<file path="src/rtl/cpu_pkg.sv">
// Shared types and encodings for the multi-cycle RISC control FSM.
package cpu_pkg;

  localparam int unsigned STATE_W = 5;

  typedef enum logic [STATE_W-1:0] {
    StRst,
    StIf1,
    StIf2,
    StUpc,
    StDec,
    StWimm,
    StGeta,
    StGetb,
    StComp,
    StWrd,
    StAddr,
    StLadr,
    StMrd,
    StMwb,
    StGetd,
    StSpass,
    StMwr,
    StHalt
  } state_e;

  localparam logic [2:0] OpcMov = 3'b110;
  localparam logic [2:0] OpcAlu = 3'b101;
  localparam logic [2:0] OpcLdr = 3'b011;
  localparam logic [2:0] OpcStr = 3'b100;
  localparam logic [2:0] OpcHlt = 3'b111;

  localparam logic [1:0] AluAdd = 2'b00;
  localparam logic [1:0] AluCmp = 2'b01;
  localparam logic [1:0] AluAnd = 2'b10;
  localparam logic [1:0] AluMvn = 2'b11;

  localparam logic [1:0] MemNone  = 2'b00;
  localparam logic [1:0] MemRead  = 2'b01;
  localparam logic [1:0] MemWrite = 2'b10;

  localparam logic [1:0] VselC     = 2'b00;
  localparam logic [1:0] VselPc    = 2'b01;
  localparam logic [1:0] VselImm   = 2'b10;
  localparam logic [1:0] VselMdata = 2'b11;

  localparam logic [2:0] NselNone = 3'b000;
  localparam logic [2:0] NselRn   = 3'b001;
  localparam logic [2:0] NselRd   = 3'b010;
  localparam logic [2:0] NselRm   = 3'b100;

endpackage

</file>
<file path="src/rtl/cpu_controller.sv">
// Multi-cycle control FSM: fetch, PC update, decode, execute, write-back.
// Optional instruction counter enabled by CPU_CONTROLLER_INSN_COUNT_EN.
module cpu_controller
  import cpu_pkg::*;
#(
  parameter int unsigned STATE_W = cpu_pkg::STATE_W
) (
  input  logic       clk,
  input  logic       reset,
  input  logic [2:0] opcode,
  input  logic [1:0] op,
  output logic [2:0] nsel,
  output logic [1:0] vsel,
  output logic       loada,
  output logic       loadb,
  output logic       loadc,
  output logic       loads,
  output logic       asel,
  output logic       bsel,
  output logic       write,
  output logic       load_ir,
  output logic       load_pc,
  output logic       reset_pc,
  output logic       addr_sel,
  output logic       load_addr,
  output logic [1:0] mem_cmd,
  output logic       halted
`ifdef CPU_CONTROLLER_INSN_COUNT_EN
  ,
  output logic [15:0] insn_count
`endif
);

  logic [STATE_W-1:0] state_q;
  state_e             state_cur;
  state_e             state_d;

  assign state_cur = state_e'(state_q);

  always_ff @(posedge clk) begin
    if (reset) begin
      state_q <= StRst;
    end else begin
      state_q <= state_d;
    end
  end

  always_comb begin
    state_d = state_cur;
    unique case (state_cur)
      StRst:  state_d = StIf1;
      StIf1:  state_d = StIf2;
      StIf2:  state_d = StUpc;
      StUpc:  state_d = StDec;
      StDec: begin
        if (opcode == OpcMov && op == 2'b10) begin
          state_d = StWimm;
        end else if (opcode == OpcMov && op == 2'b00) begin
          state_d = StGetb;
        end else if (opcode == OpcAlu) begin
          state_d = StGeta;
        end else if ((opcode == OpcLdr || opcode == OpcStr) && op == 2'b00) begin
          state_d = StGeta;
        end else if (opcode == OpcHlt) begin
          state_d = StHalt;
        end else begin
          state_d = StHalt;
        end
      end
      StWimm: state_d = StIf1;
      StGeta: state_d = (opcode == OpcAlu) ? StGetb : StAddr;
      StGetb: state_d = StComp;
      StComp: state_d = (opcode == OpcAlu && op == AluCmp) ? StIf1 : StWrd;
      StWrd:  state_d = StIf1;
      StAddr: state_d = StLadr;
      StLadr: state_d = (opcode == OpcLdr) ? StMrd : StGetd;
      StMrd:  state_d = StMwb;
      StMwb:  state_d = StIf1;
      StGetd: state_d = StSpass;
      StSpass: state_d = StMwr;
      StMwr:  state_d = StIf1;
      StHalt: state_d = StHalt;
      default: state_d = StRst;
    endcase
  end

  always_comb begin
    nsel      = NselNone;
    vsel      = VselC;
    loada     = 1'b0;
    loadb     = 1'b0;
    loadc     = 1'b0;
    loads     = 1'b0;
    asel      = 1'b0;
    bsel      = 1'b0;
    write     = 1'b0;
    load_ir   = 1'b0;
    load_pc   = 1'b0;
    reset_pc  = 1'b0;
    addr_sel  = 1'b0;
    load_addr = 1'b0;
    mem_cmd   = MemNone;
    halted    = 1'b0;
    unique case (state_cur)
      StRst: begin
        reset_pc = 1'b1;
        load_pc  = 1'b1;
      end
      StIf1: begin
        addr_sel = 1'b1;
        mem_cmd  = MemRead;
      end
      StIf2: begin
        addr_sel = 1'b1;
        mem_cmd  = MemRead;
        load_ir  = 1'b1;
      end
      StUpc: load_pc = 1'b1;
      StDec: ;
      StWimm: begin
        nsel  = NselRn;
        vsel  = VselImm;
        write = 1'b1;
      end
      StGeta: begin
        nsel  = NselRn;
        loada = 1'b1;
      end
      StGetb: begin
        nsel  = NselRm;
        loadb = 1'b1;
      end
      StComp: begin
        // CMP only updates status; MOV reg passes B through a zeroed A.
        if (opcode == OpcAlu && op == AluCmp) begin
          loads = 1'b1;
        end else begin
          loadc = 1'b1;
        end
        asel = (opcode == OpcMov);
      end
      StWrd: begin
        nsel  = NselRd;
        vsel  = VselC;
        write = 1'b1;
      end
      StAddr: begin
        bsel  = 1'b1;
        loadc = 1'b1;
      end
      StLadr: load_addr = 1'b1;
      StMrd:  mem_cmd = MemRead;
      StMwb: begin
        mem_cmd = MemRead;
        nsel    = NselRd;
        vsel    = VselMdata;
        write   = 1'b1;
      end
      StGetd: begin
        nsel  = NselRd;
        loadb = 1'b1;
      end
      StSpass: begin
        asel  = 1'b1;
        loadc = 1'b1;
      end
      StMwr:  mem_cmd = MemWrite;
      StHalt: halted = 1'b1;
      default: ;
    endcase
  end

`ifdef CPU_CONTROLLER_INSN_COUNT_EN
  logic [15:0] insn_count_q;
  logic [15:0] insn_count_d;

  always_comb begin
    insn_count_d = insn_count_q;
    if (state_cur == StDec && state_d != StHalt) begin
      insn_count_d = insn_count_q + 16'd1;
    end
  end

  always_ff @(posedge clk) begin
    if (reset) begin
      insn_count_q <= 16'd0;
    end else begin
      insn_count_q <= insn_count_d;
    end
  end

  assign insn_count = insn_count_q;
`else
  // Counter absent in this build.
`endif

endmodule
</file>
<file path="config.mk">
export PLATFORM = sky130hd
export DESIGN_NAME = cpu_controller
export DESIGN_NICKNAME = d
export VERILOG_FILES = /design/src/rtl/cpu_pkg.sv /design/src/rtl/cpu_controller.sv
export SDC_FILE = /design/constraint.sdc
export NUM_CORES = 1
export LEC_CHECK = 0
export ABC_AREA = 1
export BUFFER_PORTS_ARGS = -buffer_cell sky130_fd_sc_hd__buf_2
export CAP_MARGIN = 10
export CORE_MARGIN = 1
export CORE_UTILIZATION = 31
export CTS_BUF_LIST = sky130_fd_sc_hd__clkbuf_8
export DETAILED_ROUTE_END_ITERATION = 12
export HOLD_SLACK_MARGIN = 0.05
export PLACE_DENSITY_LB_ADDON = 0.12
export SKIP_CTS_REPAIR_TIMING = 1
export SYNTH_ARGS = -nofsm -noshare
export SYNTH_HDL_FRONTEND = slang
export SYNTH_SLANG_ARGS = --single-unit
export TNS_END_PERCENT = 1
</file>
<file path="constraint.sdc">
create_clock -name clk -period 2.52 [get_ports clk]
set_input_delay 0.504 -clock clk [delete_from_list [all_inputs] [get_ports clk]]
set_output_delay 0.504 -clock clk [all_outputs]
set_load 0.03 [all_outputs]
</file>
==> results_dict.tcl, run 1 <==
set metrics [dict create \
    report.final.slew_viol_count 0 \
    yosysUniqueCellTypes 17 \
    worst_path_dominant_cell_family "simple AND/OR/NAND/NOR gates" \
    cp_max_fo 4 \
    pwr-share-clk_pct 25.2 \
    powerDensity_mw_per_mm2 689.9 \
    hp-class "primary input to register" \
    n_antenna_cell 0 \
    syn-cell-area_um2 605.6 \
    synth_top_area_cell "nand2_1" \
    synth_compound_area_share_pct 8.678 \
    die_area_mm2 0.002134 \
    fin_skew_ns 0.0001748 \
    die_x_um 46.20 \
    peakVddDrop_v 0.0004063 \
    largest_reg_flops 5 \
    required_ns 2.02 \
    finalHoldViolCount 0 \
    switchingPower_w 0.0002791 \
    root_buffer "clkbuf_8" \
    initial_core_util_pct 33.96 \
    slew_headroom_pct 84.02 \
    cp_num_buf_inv 3 \
    crit_chain "inv_1, nor2_2, nand2_1, nor2_1, inv_1, nor2_1, buf_2" \
    grt_antenna_before_repair 0 \
    outcome "finished, final reports clean" \
    first_iter_violations 17 \
    r2r_cells 9 \
    synth-edff-count 0 \
    fin_util_pct 45.54 \
    leakagePower_nw 0.4987 \
    whs_path_depth 2 \
    path_clk_slew_ns 0.03 \
    drc 0 \
    critPathArrivalTime_ns 1.48 \
    firstDrtPassIters 4 \
    drive_gt1_share_pct 27.59 \
    synth_cells 115 \
    clock_latency_ns 0.22 \
    nets 153 \
    post-synth-top-count-cell "nand2_1" \
    gp_congestion 0.8165 \
    ys_seq_area_share_pct 16.53 \
    synth_top_family_by_area "simple AND/OR/NAND/NOR gates" \
    synth-simple-area-share_pct 60.54 \
    setup_tns_ns 0 \
    cts_inserted_buffers 3 \
    ys_seq_elements 5 \
    cp-start-kind "register" \
    synthAdderAreaFrac_pct 0 \
    path_class "register to output pin" \
    p_int_w 0.0002811 \
    crit_slowest_cell "dfxtp_1" \
    drv_cap 0 \
    syn_to_final_growth_pct 34.09 \
    power_frac_comb_pct 54.7 \
    routed_wl_um 1654 \
    synth_top_cell_area_share_pct 19.21 \
    min_period_ns 1.983 \
    viasPerCell 4.629 \
    switching_share_pct 49.82 \
    synth-xor-area-share_pct 0 \
    rsz0062_at_grt "false" \
    synth.avg_cell_area_um2 5.266 \
    grt_overflow 0 \
    clkSinkCount 5 \
    yosysWarnings 0 \
    hpwl_um 1385 \
    clockBufferDepth 2 \
    cp.depth 7 \
    grt_use_total_pct 16.48 \
    coreArea_mm2 0.001783 \
    ioPinCount 27 \
    fmax_mhz 504.3 \
    finalSetupViolCount 0 \
    slowest_delay_ns 0.37 \
    pwr-share-seq_pct 20.1 \
    numPortBuffers 26 \
    ys.flop_type "dfxtp_1" \
    wl_per_cell_um 9.729 \
    synth.area.top_cells "nand2_1, dfxtp_1, inv_1" \
    cts_tree "built" \
    grt_pass1_wl_um 2497 \
    htree_num_levels 1 \
    post-route-period-util_pct 78.69 \
    syn-num-nets 122 \
    fill_cells 221 \
    synthMuxAreaShare_pct 0 \
    vias 787 \
    tightest_slew_ns 0.2389 \
    endpoint_kind "output pin" \
    synthTopCellsByCount "nand2_1, inv_1, nor2_1" \
    grt_pass1_vias 605 \
    grt_max_degree 7 \
    ant_nets 0 \
    fp.dieH_um 46.20 \
    row_count 15 \
    async_flop_share_pct 0 \
]
cell families after synthesis:
kind of cell | count (synthesis)
buffers and inverters | 23
and+or+nand+nor | 77
AOI/OAI and AO/OA | 10
DFF | 5
metal layers:
metal	track usage (%)	up-vias	routed length, um
met2	25.07	18	816
met1	22.84	356	781
met4	8.824	0	0
met5	0	-	0
li1	-	413	-
met3	1.176	0	56
layout by cell type (no fill, tap or decap), drive strengths merged:
master and n:
nand3b 1, nand4 2, clkbuf 3, nand2 32, inv 24, o21ai 2, nand3 12, nor2 29
nor3 1, a21oi 7, dfxtp 5, buf 26, o211ai 1
power by group through the flow:
| stage | registers, W | clock network, W | logic [W] |
|---|---|---|---|
| 2_1_floorplan | 0.000108 | 0 | 0.000233 |
| 3_3_place_gp | 0.000114 | 0 | 0.000308 |
| 3_5_place_dp | 0.000113 | 0 | 0.000308 |
| 4_1_cts | 0.000112 | 0.000147 | 0.000309 |
| 5_1_grt | 0.000116 | 0.000151 | 0.000339 |
| 6_report | 0.000113 | 0.000141 | 0.000306 |
area by class of cell:
cell class	instances	area, um2	area share [%]
clock buffers	3	41.29	5.085
clock inverters	1	3.754	0.4622
inverters	23	86.33	10.63
multi-input cells	87	419.2	51.62
flip-flops and latches	5	100.1	12.33
well taps	25	31.28	3.852
repair buffers	26	130.1	16.02
worst paths after layout:
kind | startpoint | end | slack (ns)
min | reset | state_cur[1] | 0.50
max | state_cur[3] | loads | 0.54
min reg2reg | state_cur[2] | state_cur[1] | 0.73
max reg2reg | state_cur[4] | state_cur[0] | 1.17
per-stage QoR:
stage	cells	hold WS, ns	worst slack, ns	cell area [um2]	power [W]
after detailed placement	166	0.7315	0.6410	767.0	0.0004209
after floorplan	115	0.5731	0.6297	605.6	0.0003407
after CTS	170	0.5007	0.5369	812.0	0.0005672
final	170	0.5018	0.5369	812.0	0.0005603
after global routing	170	0.5078	0.4089	812.0	0.0006055
after global placement	166	0.7228	0.6635	767.0	0.0004224
No activity file was read; power rests on OpenSTA's default activity.
==> run 2, diff against run 1 <==
==> constraint.sdc (replaced) <==
create_clock -name clk -period 1.94 [get_ports clk]
set_input_delay 0.388 -clock clk [delete_from_list [all_inputs] [get_ports clk]]
set_output_delay 0.388 -clock clk [all_outputs]
set_load 0.03 [all_outputs]
==> run 2 against run 1 <==
Compared with the run above: critical path type unchanged; register-to-register slack worse by 0.57 ns; critical path depth unchanged; clock-buffer cell count unchanged; core utilization up 0.28 points.
==> results_dict.tcl, run 2 (same netlist as run 1, synthesis figures left out) <==
set metrics [dict create \
    outcome "finished, final reports clean" \
    fmax_mhz 543.8 \
    layout_setup_ws_ns 0.1012 \
    p_int_w 0.0003654 \
    switchingPower_w 0.0003617 \
    syn_to_final_growth_pct 34.92 \
    critical_path.most_common_cell "inv_1" \
    peakVddDrop_v 0.0004491 \
    post-route-period-util_pct 94.78 \
    firstDrtPassIters 4 \
    leakagePower_nw 0.4985 \
    tightest_slew_ns 0.2481 \
    n_antenna_cell 0 \
    hpwl_um 1379 \
    met3_length_um 92 \
    power_frac_comb_pct 54.6 \
    drc 0 \
    cts_inserted_buffers 3 \
    drive_gt1_share_pct 28.28 \
    mostFrequentLayoutCell "nand2_1" \
    routed_wl_um 1636 \
    drv_cap 0 \
    endpoint_kind "output pin" \
    path_clk_slew_ns 0.04 \
    die_area_mm2 0.002134 \
    path_class "register to output pin" \
    grt_overflow 0 \
    crit_start "state_cur[1]" \
    slowest_delay_ns 0.43 \
    met2WireLength_um 792 \
    total_power_w 0.0007271 \
    ioPinCount 27 \
    cts_tree "built" \
    grt_pass1_wl_um 2511 \
    slew_headroom_pct 83.40 \
    pwr-share-clk_pct 25.4 \
    fp.dieH_um 46.20 \
    largest_reg_flops 5 \
    finalHoldViolCount 0 \
    finalSetupViolCount 0 \
    gp_congestion 0.8223 \
    critPathArrivalTime_ns 1.45 \
    ant_nets 0 \
    grt_antenna_before_repair 0 \
    coreArea_mm2 0.001783 \
    required_ns 1.55 \
    crit_slowest_cell "dfxtp_1" \
    report.final.slew_viol_count 0 \
    vias 766 \
    top_layer "met3" \
    reg2reg_from "state_cur[4]" \
    pwr-share-seq_pct 20.1 \
    fin_skew_ns 0.002734 \
    fin_util_pct 45.82 \
    drt-met1-wl_um 752 \
    htree_num_levels 1 \
    clockBufferDepth 2 \
    fin_hold_ws_ns 0.3834 \
    switching_share_pct 49.74 \
    nets 153 \
    die_x_um 46.20 \
    final_cell_mix "nand2_1, buf_2, inv_1, nor2_1, nand3_1" \
    powerDensity_mw_per_mm2 889.9 \
    crit_chain "inv_1, nor2_2, nand2_2, nor2_4, inv_1, o211ai_1, buf_2" \
    grt_use_total_pct 16.72 \
    cp_max_fo 6 \
    clkSinkCount 5 \
    initial_core_util_pct 33.96 \
    clock_latency_ns 0.22 \
    setup_tns_ns 0 \
    row_count 15 \
    viasPerCell 4.506 \
    numPortBuffers 26 \
    wl_per_cell_um 9.624 \
    hp-class "primary input to register" \
    root_buffer "clkbuf_8" \
    grt_pass1_vias 611 \
    grt_max_degree 7 \
    pre_cts_slack_ns 0.2892 \
    hp-start "reset" \
    cp-start-kind "register" \
    fill_cells 207 \
    first_iter_violations 25 \
    min_period_ns 1.839 \
]
## run 2: changes by cell type in the layout (fill, tap and decap cells not counted)
cell / change
nand2_1: -1
nand2_2: +1
buf_2: -1
clkbuf_4: +1
## run 2: final timing paths
check | slack (ns) | depth (start not counted) | endpoint
worst max-delay path | 0.10 | 7 | mem_cmd[0]
worst min-delay path | 0.38 | 2 | state_cur[1]
worst max register to register | 0.60 | 9 | state_cur[0]
worst min register to register | 0.73 | 4 | state_cur[1]
## run 2: final cells by class
class	instances	area (um2)	share of cell area, %
Clock inverter	1	3.754	0.4594
Sequential cell	5	100.1	12.25
Multi-Input combinational cell	87	421.7	51.61
Clock buffer	3	41.29	5.054
Timing Repair Buffer	26	132.6	16.23
Tap cell	25	31.28	3.828
Inverter	23	86.33	10.57
## run 2: through the flow
stage / std cells / area, um2
2_1_floorplan: 115 / 605.6
3_3_place_gp: 166 / 767.0
3_5_place_dp: 166 / 767.0
4_1_cts: 170 / 812.0
5_1_grt: 170 / 817.0
6_report: 170 / 817.0
## run 2: critical path: cells and delay by family, from the launching register on
family	cells	cell delay [ns]
and+or+nand+nor	3	0.35
AOI/OAI and AO/OA	1	0.07
buffers and inverters	3	0.38
DFF	1	0.43
## run 2: metal layers
layer / global-route usage (%) / vias up
met5: 0 / -
met4: 8.824 / 0
met3: 1.176 / 0
met2: 25.92 / 20
met1: 22.84 / 332
li1: - / 414
## run 2: power by group through the flow
stage | Clock, W | Sequential [W] | Combinational, W
floorplan | 0 | 0.000140 | 0.000302
global placement | 0 | 0.000148 | 0.000400
detailed placement | 0 | 0.000147 | 0.000398
CTS | 0.000190 | 0.000146 | 0.000400
global route | 0.000195 | 0.000148 | 0.000444
finish | 0.000184 | 0.000146 | 0.000397
